### src/rtl/hazard_ctrl.sv
// Pipeline hazard controller: load-use stalls, redirect flushes, memory-wait freeze and watchdog.
// Optional performance counters are enabled with `define HAZARD_PERF_EN.
module hazard_ctrl #(
    parameter int unsigned LU_STALL_CYC = 1,
    parameter int unsigned FLUSH_EXTRA  = 0,
    parameter int unsigned MEM_TIMEOUT  = 255
) (
    input  logic        clk,
    input  logic        rst,
    input  logic [4:0]  id_rs1,
    input  logic [4:0]  id_rs2,
    input  logic        id_use_rs1,
    input  logic        id_use_rs2,
    input  logic        ex_memread,
    input  logic [4:0]  ex_rd,
    input  logic        ex_redirect,
    input  logic        mem_req,
    input  logic        mem_ready,
    output logic        ctrl_select,
    output logic        pc_write,
    output logic        if_id_write,
    output logic        if_id_flush,
    output logic        id_ex_write,
    output logic        ex_mem_write,
    output logic        mem_wb_bubble,
    output logic        mem_err
`ifdef HAZARD_PERF_EN
    ,
    output logic [31:0] perf_stall,
    output logic [31:0] perf_flush,
    output logic [31:0] perf_wait
`endif
);

    localparam int unsigned CNT_W  = 2;
    localparam int unsigned WAIT_W = 16;
    localparam logic [CNT_W-1:0]  LU_CNT_INIT = (LU_STALL_CYC > 1) ? CNT_W'(LU_STALL_CYC - 2) : '0;
    localparam logic [CNT_W-1:0]  FL_CNT_INIT = (FLUSH_EXTRA > 0) ? CNT_W'(FLUSH_EXTRA - 1) : '0;
    localparam logic [WAIT_W-1:0] TIMEOUT     = WAIT_W'(MEM_TIMEOUT);

    typedef enum logic [1:0] {RUN, LU_STALL, FLUSH} state_t;

    state_t            state_q, state_d;
    logic [CNT_W-1:0]  cnt_q, cnt_d;
    logic [WAIT_W-1:0] wait_q, wait_d;
    logic              freeze;
    logic              lu;

    assign freeze = mem_req & ~mem_ready;
    assign lu     = ex_memread & (ex_rd != 5'd0) &
                    ((id_use_rs1 & (id_rs1 == ex_rd)) | (id_use_rs2 & (id_rs2 == ex_rd)));

    always_ff @(posedge clk or posedge rst) begin
        if (rst) begin
            state_q <= RUN;
            cnt_q   <= '0;
            wait_q  <= '0;
            mem_err <= 1'b0;
        end else begin
            state_q <= state_d;
            cnt_q   <= cnt_d;
            wait_q  <= wait_d;
            if (wait_d == TIMEOUT)
                mem_err <= 1'b1;
        end
    end

    // Watchdog counter: saturating count of consecutive freeze cycles
    always_comb begin
        wait_d = '0;
        if (freeze)
            wait_d = (wait_q == TIMEOUT) ? wait_q : wait_q + WAIT_W'(1);
    end

    // Next state and hazard controls; freeze overrides, reset overrides all
    always_comb begin
        state_d       = state_q;
        cnt_d         = cnt_q;
        ctrl_select   = 1'b1;
        pc_write      = 1'b1;
        if_id_write   = 1'b1;
        if_id_flush   = 1'b0;
        id_ex_write   = 1'b1;
        ex_mem_write  = 1'b1;
        mem_wb_bubble = 1'b0;

        if (freeze) begin
            pc_write      = 1'b0;
            if_id_write   = 1'b0;
            id_ex_write   = 1'b0;
            ex_mem_write  = 1'b0;
            mem_wb_bubble = 1'b1;
        end else begin
            unique case (state_q)
                RUN: begin
                    // Redirect wins: the instruction in ID is wrong-path
                    if (ex_redirect) begin
                        if_id_flush = 1'b1;
                        ctrl_select = 1'b0;
                        if (FLUSH_EXTRA > 0) begin
                            state_d = FLUSH;
                            cnt_d   = FL_CNT_INIT;
                        end
                    end else if (lu) begin
                        ctrl_select = 1'b0;
                        pc_write    = 1'b0;
                        if_id_write = 1'b0;
                        if (LU_STALL_CYC > 1) begin
                            state_d = LU_STALL;
                            cnt_d   = LU_CNT_INIT;
                        end
                    end
                end
                LU_STALL: begin
                    ctrl_select = 1'b0;
                    pc_write    = 1'b0;
                    if_id_write = 1'b0;
                    if (cnt_q == '0) state_d = RUN;
                    else             cnt_d   = cnt_q - CNT_W'(1);
                end
                FLUSH: begin
                    if_id_flush = 1'b1;
                    ctrl_select = 1'b0;
                    if (cnt_q == '0) state_d = RUN;
                    else             cnt_d   = cnt_q - CNT_W'(1);
                end
                default: begin
                    state_d = RUN;
                    cnt_d   = '0;
                end
            endcase
        end

        if (rst) begin
            ctrl_select   = 1'b0;
            pc_write      = 1'b0;
            if_id_write   = 1'b0;
            if_id_flush   = 1'b1;
            id_ex_write   = 1'b1;
            ex_mem_write  = 1'b1;
            mem_wb_bubble = 1'b0;
        end
    end

`ifdef HAZARD_PERF_EN
    // Saturating event counters; load-use bubbles are the only non-reset case with pc held and ctrl zeroed
    always_ff @(posedge clk or posedge rst) begin
        if (rst) begin
            perf_stall <= '0;
            perf_flush <= '0;
            perf_wait  <= '0;
        end else begin
            if (~ctrl_select & ~pc_write & (perf_stall != '1))
                perf_stall <= perf_stall + 32'd1;
            if (if_id_flush & (perf_flush != '1))
                perf_flush <= perf_flush + 32'd1;
            if (freeze & (perf_wait != '1))
                perf_wait <= perf_wait + 32'd1;
        end
    end
`endif

endmodule

### config.mk
export PLATFORM = sky130hd
export DESIGN_NAME = hazard_ctrl
export DESIGN_NICKNAME = d
export VERILOG_FILES = /design/src/rtl/hazard_ctrl.sv
export SDC_FILE = /design/constraint.sdc
export NUM_CORES = 1
export LEC_CHECK = 0
export BUFFER_PORTS_ARGS = -buffer_cell sky130_fd_sc_hd__buf_2
export CAP_MARGIN = 20
export CORE_ASPECT_RATIO = 0.75
export CORE_MARGIN = 4
export CORE_UTILIZATION = 52
export CTS_CLUSTER_SIZE = 12
export DETAILED_ROUTE_END_ITERATION = 8
export GPL_TIMING_DRIVEN = 0
export PLACE_DENSITY = 0.79
export SYNTH_ARGS = -nofsm -noshare
export SYNTH_HDL_FRONTEND = slang
export SYNTH_SLANG_ARGS = --single-unit
### constraint.sdc
create_clock -name clk -period 2.68 [get_ports clk]
set_input_delay 0.268 -clock clk [delete_from_list [all_inputs] [get_ports clk]]
set_output_delay 0.268 -clock clk [all_outputs]
set_load 0.005 [all_outputs]
# After elaboration in Yosys (flattened, before gate mapping)
# Cells that the tools add are included.
totals:
  regBits: 21
  inputBits: 23
  elab_cells: 52
classes:
  add_sub_neg: 2
  n_eq_ne: 8
  muxes: 23
  bitwise: 9
  n_reduce_logical: 6
ops:
  columns: ["op", "n"]
  rows:
  - ["$eq A16 B8 Y1 const B", 2]
  - ["$mux W16", 2]
  - ["$add A16 B1 Y16 const B", 1]
  - ["$mux W1", 14]
  - ["$eq A5 B5 Y1", 2]
  - ["$pmux W2 S2", 2]
  - ["$pmux W1 S2", 3]
  - ["$reduce_and A3 Y1", 2]
  - ["$and A1 B1 Y1", 5]
  - ["$reduce_bool A5 Y1", 1]
  - ["$logic_not A2 Y1", 2]
  - ["$mux W2", 2]
  - ["$not A1 Y1", 3]
  - ["$eq A2 B1 Y1 const B", 1]
  - ["$eq A2 B2 Y1 const B", 1]
  - ["$ne A2 B1 Y1 const B", 1]
  - ["$ne A2 B2 Y1 const B", 1]
  - ["$reduce_or A2 Y1", 1]
  - ["$sub A2 B1 Y2 const B", 1]
  - ["$or A1 B1 Y1", 1]

# Longest topological paths before layout
# Gate-level depths: netlist of the first run.
logic_depth:
  depth_word: 9
  ltp_mapped: 8

# Least setup slack after synthesis of the first run
# No wires, ideal clock.
synth_timing:
  kind: "reg2reg"
  startpoint: "register wait_q[0]"
  endpoint: "register mem_err"
  arrival_time_ps: 1807
  required_ps: 2614
  path_slack_ps: 808
  path_stages_with_launch: 9
  synth_period_minus_slack_ps: 1872
  path_cell_list: "dfrtp_1 ha_1 and3_1 buf_4 and3_1 o32ai_1 nand2_1 nor4_1 a31o_1"
synth_via:
  elab_chain_len: 4
synth_lines:
  columns: ["item", "line", "text"]
  rows:
  - ["from (decl)", "45", "logic [WAIT_W-1:0] wait_q, wait_d;"]
  - ["from (signal assigned)", "62", "wait_q <= wait_d;"]
  - ["$add A16 B1 Y16 or $eq A16 B8 Y1 (tied branches)", "72", "wait_d = (wait_q == TIMEOUT) ? wait_q : wait_q + WAIT_W'(1);"]
  - ["$mux W16 *", "72", null]
  - ["$mux W16 *", "71", "if (freeze)"]
  - ["$eq A16 B8 Y1 *", "63", "if (wait_d == TIMEOUT)"]
  - ["to (signal assigned)", "58", "mem_err <= 1'b0;"]
  - ["to (signal assigned)", "64", "mem_err <= 1'b1;"]
  - ["to (decl)", "26", "output logic mem_err"]
# Mark *: on every way between the ends. The rest lies on a longest branch, timed or not.
# A chain may end at the register's enable or synchronous reset.

# Final worst setup path of the first run
# Ends and elaborated chain as after synthesis.

==> results of run 1 <==
[metal layers]
| metal | wire length, um | global-route usage |
|---|---|---|
| met3 | 206 | 0.0523 |
| met2 | 1360 | 0.317 |
| met1 | 1290 | 0.253 |
| met5 | 0 | 0 |
| met4 | 34 | 0.0538 |
[kinds of logic (layout without fill, tap and decap cells)]
| logic type | count (synthesis) | in the layout | share of synthesized area |
|---|---|---|---|
| buffers and inverters | 8 | 42 | 0.0384 |
| multiplexers | 1 | 1 | 0.00831 |
| XOR/XNOR | 21 | 21 | 0.153 |
| flip-flops | 17 | 17 | 0.353 |
| AND/OR/NAND/NOR | 66 | 66 | 0.340 |
| adder cells (fa/ha/maj) | 1 | 1 | 0.0104 |
| AO/OA/AOI/OAI | 17 | 17 | 0.0976 |
[through the flow]
step,hold WS [ns],total power [uW]
2_1_floorplan,0.219,298
3_3_place_gp,0.414,328
3_5_place_dp,0.436,332
4_1_cts,0.100,476
5_1_grt,0.126,498
6_report,0.0753,473
[worst paths after layout]
| path | slack [ns] | from | cells past startpoint | endpoint |
|---|---|---|---|---|
| setup / recovery | 0.38 | wait_q[0]$_DFF_PP0_ | 8 | mem_err$_DFFE_PP0N_ |
| hold / removal | 0.08 | rst | 2 | wait_q[14]$_DFF_PP0_ |
| setup reg to reg | 0.38 | wait_q[0]$_DFF_PP0_ | 8 | mem_err$_DFFE_PP0N_ |
| hold reg to reg | 0.49 | mem_err$_DFFE_PP0N_ | 1 | mem_err$_DFFE_PP0N_ |
| max in group asynchronous | 2.12 | rst | 2 | wait_q[15]$_DFF_PP0_ |
| min in group clk | 0.29 | mem_ready | 4 | wait_q[4]$_DFF_PP0_ |
[cell usage after synthesis (2+ instances only)]
cell     instances  share of area
a31oi_1          4          0.021
nor3_1           3          0.012
inv_1            2         0.0062
xnor2_1         10          0.073
nor4_2           2          0.021
nand3_1          4          0.017
and2_1           2          0.010
nand4_1          5          0.026
nor4_1           3          0.016
xor2_1          11          0.080
and3_1           3          0.016
o21ai_0          2         0.0083
nand4_2          2          0.021
dfrtp_1         17           0.35
nor2_1          14          0.044
buf_4            4          0.025
nor2b_1          3          0.016
nand2_1         13          0.041
a21oi_1          3          0.012
nor4_4           2          0.035
or3_1            2          0.010
[flip-flops by register name (all words and copies together) (netlist names)]
signal,cells
wait_q,16
mem_err,1
[final cells by class]
class	count	share of cell area
Timing Repair Buffer	30	0.106
Clock buffer	4	0.0186
Inverter	2	0.00532
Multi-Input combinational cell	106	0.520
Buffer	6	0.0275
Tap cell	24	0.0213
Sequential cell	17	0.301
[where the power goes]
part	leakage [uW]	switching, uW	total [uW]	internal [uW]
Clock	0.0000150	89.1	147	58.2
Combinational	0.000415	33.4	65.6	32.2
Sequential	0.000237	2.31	260	258
==> results.md, run 1 <==
- FMAX: 435 MHz
- CP startpoint kind: flip-flop
- DR WL/cell: 15.3 um
- IO buf count: 30
- Nets: 190
- GRT Residual Overflow: 0
- CP Capture Type: flip-flop
- Fin. max-slew vios: 0
- Rel. slew slack: 0.494
- Layout cells sized above 1: 0.297
- Critical Path AT: 2.56 ns
- Post-Route WL: 2900 um
- Largest net degree at the start of global routing: 21
- TNS Setup: 0 ns
- Hold_buf cts: 0
- Clk_skew: 0.0119 ns
- Worst slew pin tran: 0.758 ns
- Most frequent cells in the layout: buf_2, dfrtp_1, nor2_1, nand2_1, xor2_1
- Ys async rst share: 1.00
- Maximum fanout along the worst path: 8
- Via/cell ratio: 5.88
- Period minus WS final: 2.30 ns
- Post-synthesis sequential area ratio: 0.353
- Register area: 425 sq um
- Critical path buffer and inverter count: 1
- Synthesized area per cell: 9.20 sq um
- Worst skew pair latency: 0.31 ns
- IO Pins: 31
- Pre-CTS setup slack: 0.417 ns
- Area of the multi-input gates: 733 sq um
- Core Footprint: 2100 sq um
- Clock Tree Root: clkbuf_4
- Remaining DRCs: 0
- Layout Cells excl Fill: 189
- Most common cell after layout, fill and taps aside: buf_2
- Final period utilization: 0.858
- Synthesized cell area: 1200 sq um
- Post-route ant nets: 0
- CP most frequent cell: and3_1
- Clk buf depth: 2
- Total GRT Usage: 0.194
- Worst path max stage delay: 0.46 ns
- Antenna cells: 0
- Initial Utilization: 0.573
- Final Worst Setup Slack: 0.380 ns
- Row cnt: 14
- Critical path, cell by cell: ha_1, and3_1, buf_4, and3_1, o32ai_1, nand2_1, nor4_1, a31o_1
- GP Congestion: 0.862
- Endpoints failing hold: 0
- Cells after synthesis: 131
- Syn Nets: 155
- DP Area: 1390 sq um
- Warnings, synthesis: 0
- Clock sink count: 17
- Routed via count: 1,112
- Die Y-Extent: 49.7 um
- Synth cell types: 41
- Max-cap violations: 0
- Filler cells: 179
- Status: completed
- Core Util, Final: 0.671
- Hold crit path type: input pin to asynchronous set/reset pin
- Kind of critical path: flip-flop to flip-flop
- Post-synth EDFFs: 0
- CTS tree: done
- DPL Wire Length: 2300 um
- Lkg Pwr: 0.000666 uW
- Ys flop type: dfrtp_1
- RSZ-0062 raised after global routing: no
- Worst path slowest cell: dfrtp_1
- Max VDD drop: 0.000225 V
- TritonCTS buffer count: 3
- Die span in x: 63.6 um
- PwrDens: 335 nW/um^2
- Vias in the first global route: 1,048
- CP top delay family: simple AND/OR/NAND/NOR gates
- Post-CTS resize count: 0
- Critical Path RT: 2.94 ns
- Yosys reg bits: 17
- H-Tree Depth: 1
- Area delta synth->final: 17.1%
- First-pass GRT wire length: 4860 um
- Initial antenna violation count: 0
- DRT iter0 DRCs: 71
- Clock slew at reported path FFs: 0.11 ns
- Fin area: 1410 sq um
- Placed cell count: 185
- Final setup violation count: 0
- Pre-antenna DRT Iters: 4
- Post-CTS setup buffers: 0
- Die area: 3160 sq um
Note: power is estimated with default switching activity, not from simulation.
==> run 2: changes to the inputs <==
--- a/config.mk
+++ b/config.mk
@@ -9,11 +9,12 @@
 export CAP_MARGIN = 20
 export CORE_ASPECT_RATIO = 0.75
 export CORE_MARGIN = 4
-export CORE_UTILIZATION = 52
+export CORE_UTILIZATION = 54
+export CTS_BUF_LIST = sky130_fd_sc_hd__clkbuf_8
 export CTS_CLUSTER_SIZE = 12
 export DETAILED_ROUTE_END_ITERATION = 8
 export GPL_TIMING_DRIVEN = 0
-export PLACE_DENSITY = 0.79
+export PLACE_DENSITY = 0.81
 export SYNTH_ARGS = -nofsm -noshare
 export SYNTH_HDL_FRONTEND = slang
 export SYNTH_SLANG_ARGS = --single-unit
==> results.md, run 2 (same netlist as run 1, synthesis figures left out) <==
- CP top delay family: simple AND/OR/NAND/NOR gates
- TNS Setup: 0 ns (unchanged)
- Hold_buf cts: 0 (unchanged)
- CP startpoint kind: flip-flop
- Nets: 190 (unchanged)
- Post-Route WL: 2840 um (-1.8%)
- FF-to-FF path depth: 8 (unchanged)
- Worst path slowest cell: dfrtp_1
- Routed via count: 1,105 (-0.63%)
- First-pass GRT wire length: 4840 um (-0.43%)
- Pre-antenna DRT Iters: 4 (unchanged)
- DPL Wire Length: 2250 um (-2.3%)
- Post-CTS resize count: 0 (unchanged)
- CP Capture Type: flip-flop
- Clock sink count: 17 (unchanged)
- FMAX: 435 MHz (about the same)
- Vias in the first global route: 1,053 (+0.48%)
- Antenna cells: 0 (unchanged)
- RR Startpoint: wait_q[0]$_DFF_PP0_
- Max reg flops: 16 (unchanged)
- Row cnt: 14 (unchanged)
- Final period utilization: 0.858 (about the same)
- Critical Path RT: 2.88 ns (-0.06 ns)
- CP most frequent cell: and3_1
- Max VDD drop: 0.000257 V (+14%)
- Post-route ant nets: 0 (unchanged)
- CTS tree: done
- RR Endpoint: mem_err$_DFFE_PP0N_
- Layout cells sized above 1: 0.303 (+0.00606)
- Initial antenna violation count: 0 (unchanged)
- GP Congestion: 0.965 (+12%)
- Area delta synth->final: 18.8%
- Clock slew at reported path FFs: 0.07 ns (-0.04 ns)
- Most frequent cells in the layout: buf_2, dfrtp_1, nor2_1, nand2_1, xor2_1
- Register with the most flip-flops: wait_q
- GRT Residual Overflow: 0 (unchanged)
- IO buf count: 30 (unchanged)
- Regs by FF count: wait_q: 16 flops, mem_err: 1 flops
- Maximum fanout along the worst path: 8 (unchanged)
- Most common cell after layout, fill and taps aside: buf_2
- Fin. max-slew vios: 0 (unchanged)
- Die area: 3060 sq um (-3.2%)
- Rel. slew slack: 0.522 (+0.0279)
- R2R Setup Slk: 0.38 ns (about the same)
- Total GRT Usage: 0.199 (+0.00493)
- Die span in x: 62.5 um (-1.6%)
- Layout Cells excl Fill: 189 (unchanged)
- Register area: 425 sq um (unchanged)
- Clock Tree Root: clkbuf_8
- PwrDens: 363 nW/um^2 (+8.2%)
- TritonCTS buffer count: 3 (unchanged)
- DR WL/cell: 15.0 um (-1.8%)
- Area of the multi-input gates: 733 sq um (unchanged)
- IO Pins: 31 (unchanged)
- Fin area: 1430 sq um (+1.4%)
- DP Area: 1390 sq um (unchanged)
- Core Footprint: 2070 sq um (-1.7%)
- Via/cell ratio: 5.85 (-0.63%)
- Final setup violation count: 0 (unchanged)
- Critical path, cell by cell: ha_1, and3_1, buf_4, and3_1, o32ai_1, nand2_1, nor4_1, a31o_1
- Largest net degree at the start of global routing: 21 (unchanged)
- Endpoints failing hold: 0 (unchanged)
- Kind of critical path: flip-flop to flip-flop
- Lkg Pwr: 0.000677 uW (+1.6%)
- Initial Utilization: 0.583 (+0.00972)
- Filler cells: 160 (-11%)
- H-Tree Depth: 1 (unchanged)
- Critical path buffer and inverter count: 1 (unchanged)
- Hold crit path type: input pin to asynchronous set/reset pin
- Remaining DRCs: 0 (unchanged)
- Status: completed
- Die Y-Extent: 48.9 um (-1.6%)
- Worst slew pin tran: 0.716 ns (-0.0419 ns)
- DRT iter0 DRCs: 47 (-34%)
- Worst path max stage delay: 0.45 ns (about the same)
- CP Launch Point: wait_q[0]$_DFF_PP0_
- Hold Worst Slack: 0.117 ns (+0.0415 ns)
- Max-cap violations: 0 (unchanged)
- Worst skew pair latency: 0.26 ns (-0.05 ns)
- Critical Path AT: 2.50 ns (-0.06 ns)
- Post-CTS setup buffers: 0 (unchanged)
- RSZ-0062 raised after global routing: no
- Clk buf depth: 2 (unchanged)
- Clk_skew: 0.00527 ns (-0.00665 ns)
- Period minus WS final: 2.30 ns (+0.000194 ns)
- Placed cell count: 185 (unchanged)
-- run 2: cell types whose count changed in the layout (fill, tap and decap cells not counted) --
cell,before,now
clkbuf_4,3,0
clkbuf_8,0,3
clkbuf_1,2,1
clkinv_2,0,1
-- run 2: worst max-delay path by stage --
stage	to	depth (start not counted)	slack, ns
CTS	mem_err$_DFFE_PP0N_	8	0.40
floorplan	mem_err$_DFFE_PP0N_	8	0.81
detailed placement	mem_err$_DFFE_PP0N_	8	0.41
global placement	mem_err$_DFFE_PP0N_	8	0.44
finish	mem_err$_DFFE_PP0N_	8	0.38
global route	mem_err$_DFFE_PP0N_	8	0.26
-- run 2: worst reg2reg max path, delay by kind of cell (launching register included) --
| family | cells | cell delay (ns) |
|---|---|---|
| compound gates | 2 | 0.47 |
| fa+ha+maj | 1 | 0.25 |
| buf+inv | 1 | 0.16 |
| flops | 1 | 0.45 |
| simple gates | 4 | 0.91 |
-- run 2: stage by stage --
step | power [uW] | utilization | setup WS, ns
after floorplan | 298 | - | 0.808
after global placement | 328 | 0.670 | 0.440
after detailed placement | 331 | 0.670 | 0.410
after CTS | 523 | 0.692 | 0.398
after global routing | 544 | 0.692 | 0.257
final | 519 | 0.692 | 0.380
-- run 2: per-layer routing --
layer  GRT usage  part of all wire  wire length (um)
met5           0                 0                 0
met4      0.0842             0.024                69
met3      0.0507             0.039               111
met2       0.313              0.47              1340
met1       0.260              0.46              1320
-- run 2: report_power, final --
part           switching, uW  total, uW  leakage, uW  internal (uW)
clock                   90.7        194    0.0000255            103
combinational           32.6       64.8     0.000415           32.3
sequential              2.36        260     0.000237            258
-- run 2: area by class of cell --
| type | count | area share |
|---|---|---|
| clock inverter | 1 | 0.00350 |
| multi-input combinational | 106 | 0.512 |
| timing repair buffer | 30 | 0.105 |
| buffer | 6 | 0.0271 |
| inverter | 2 | 0.00524 |
| sequential | 17 | 0.297 |
| tap | 24 | 0.0210 |
| clock buffer | 3 | 0.0288 |
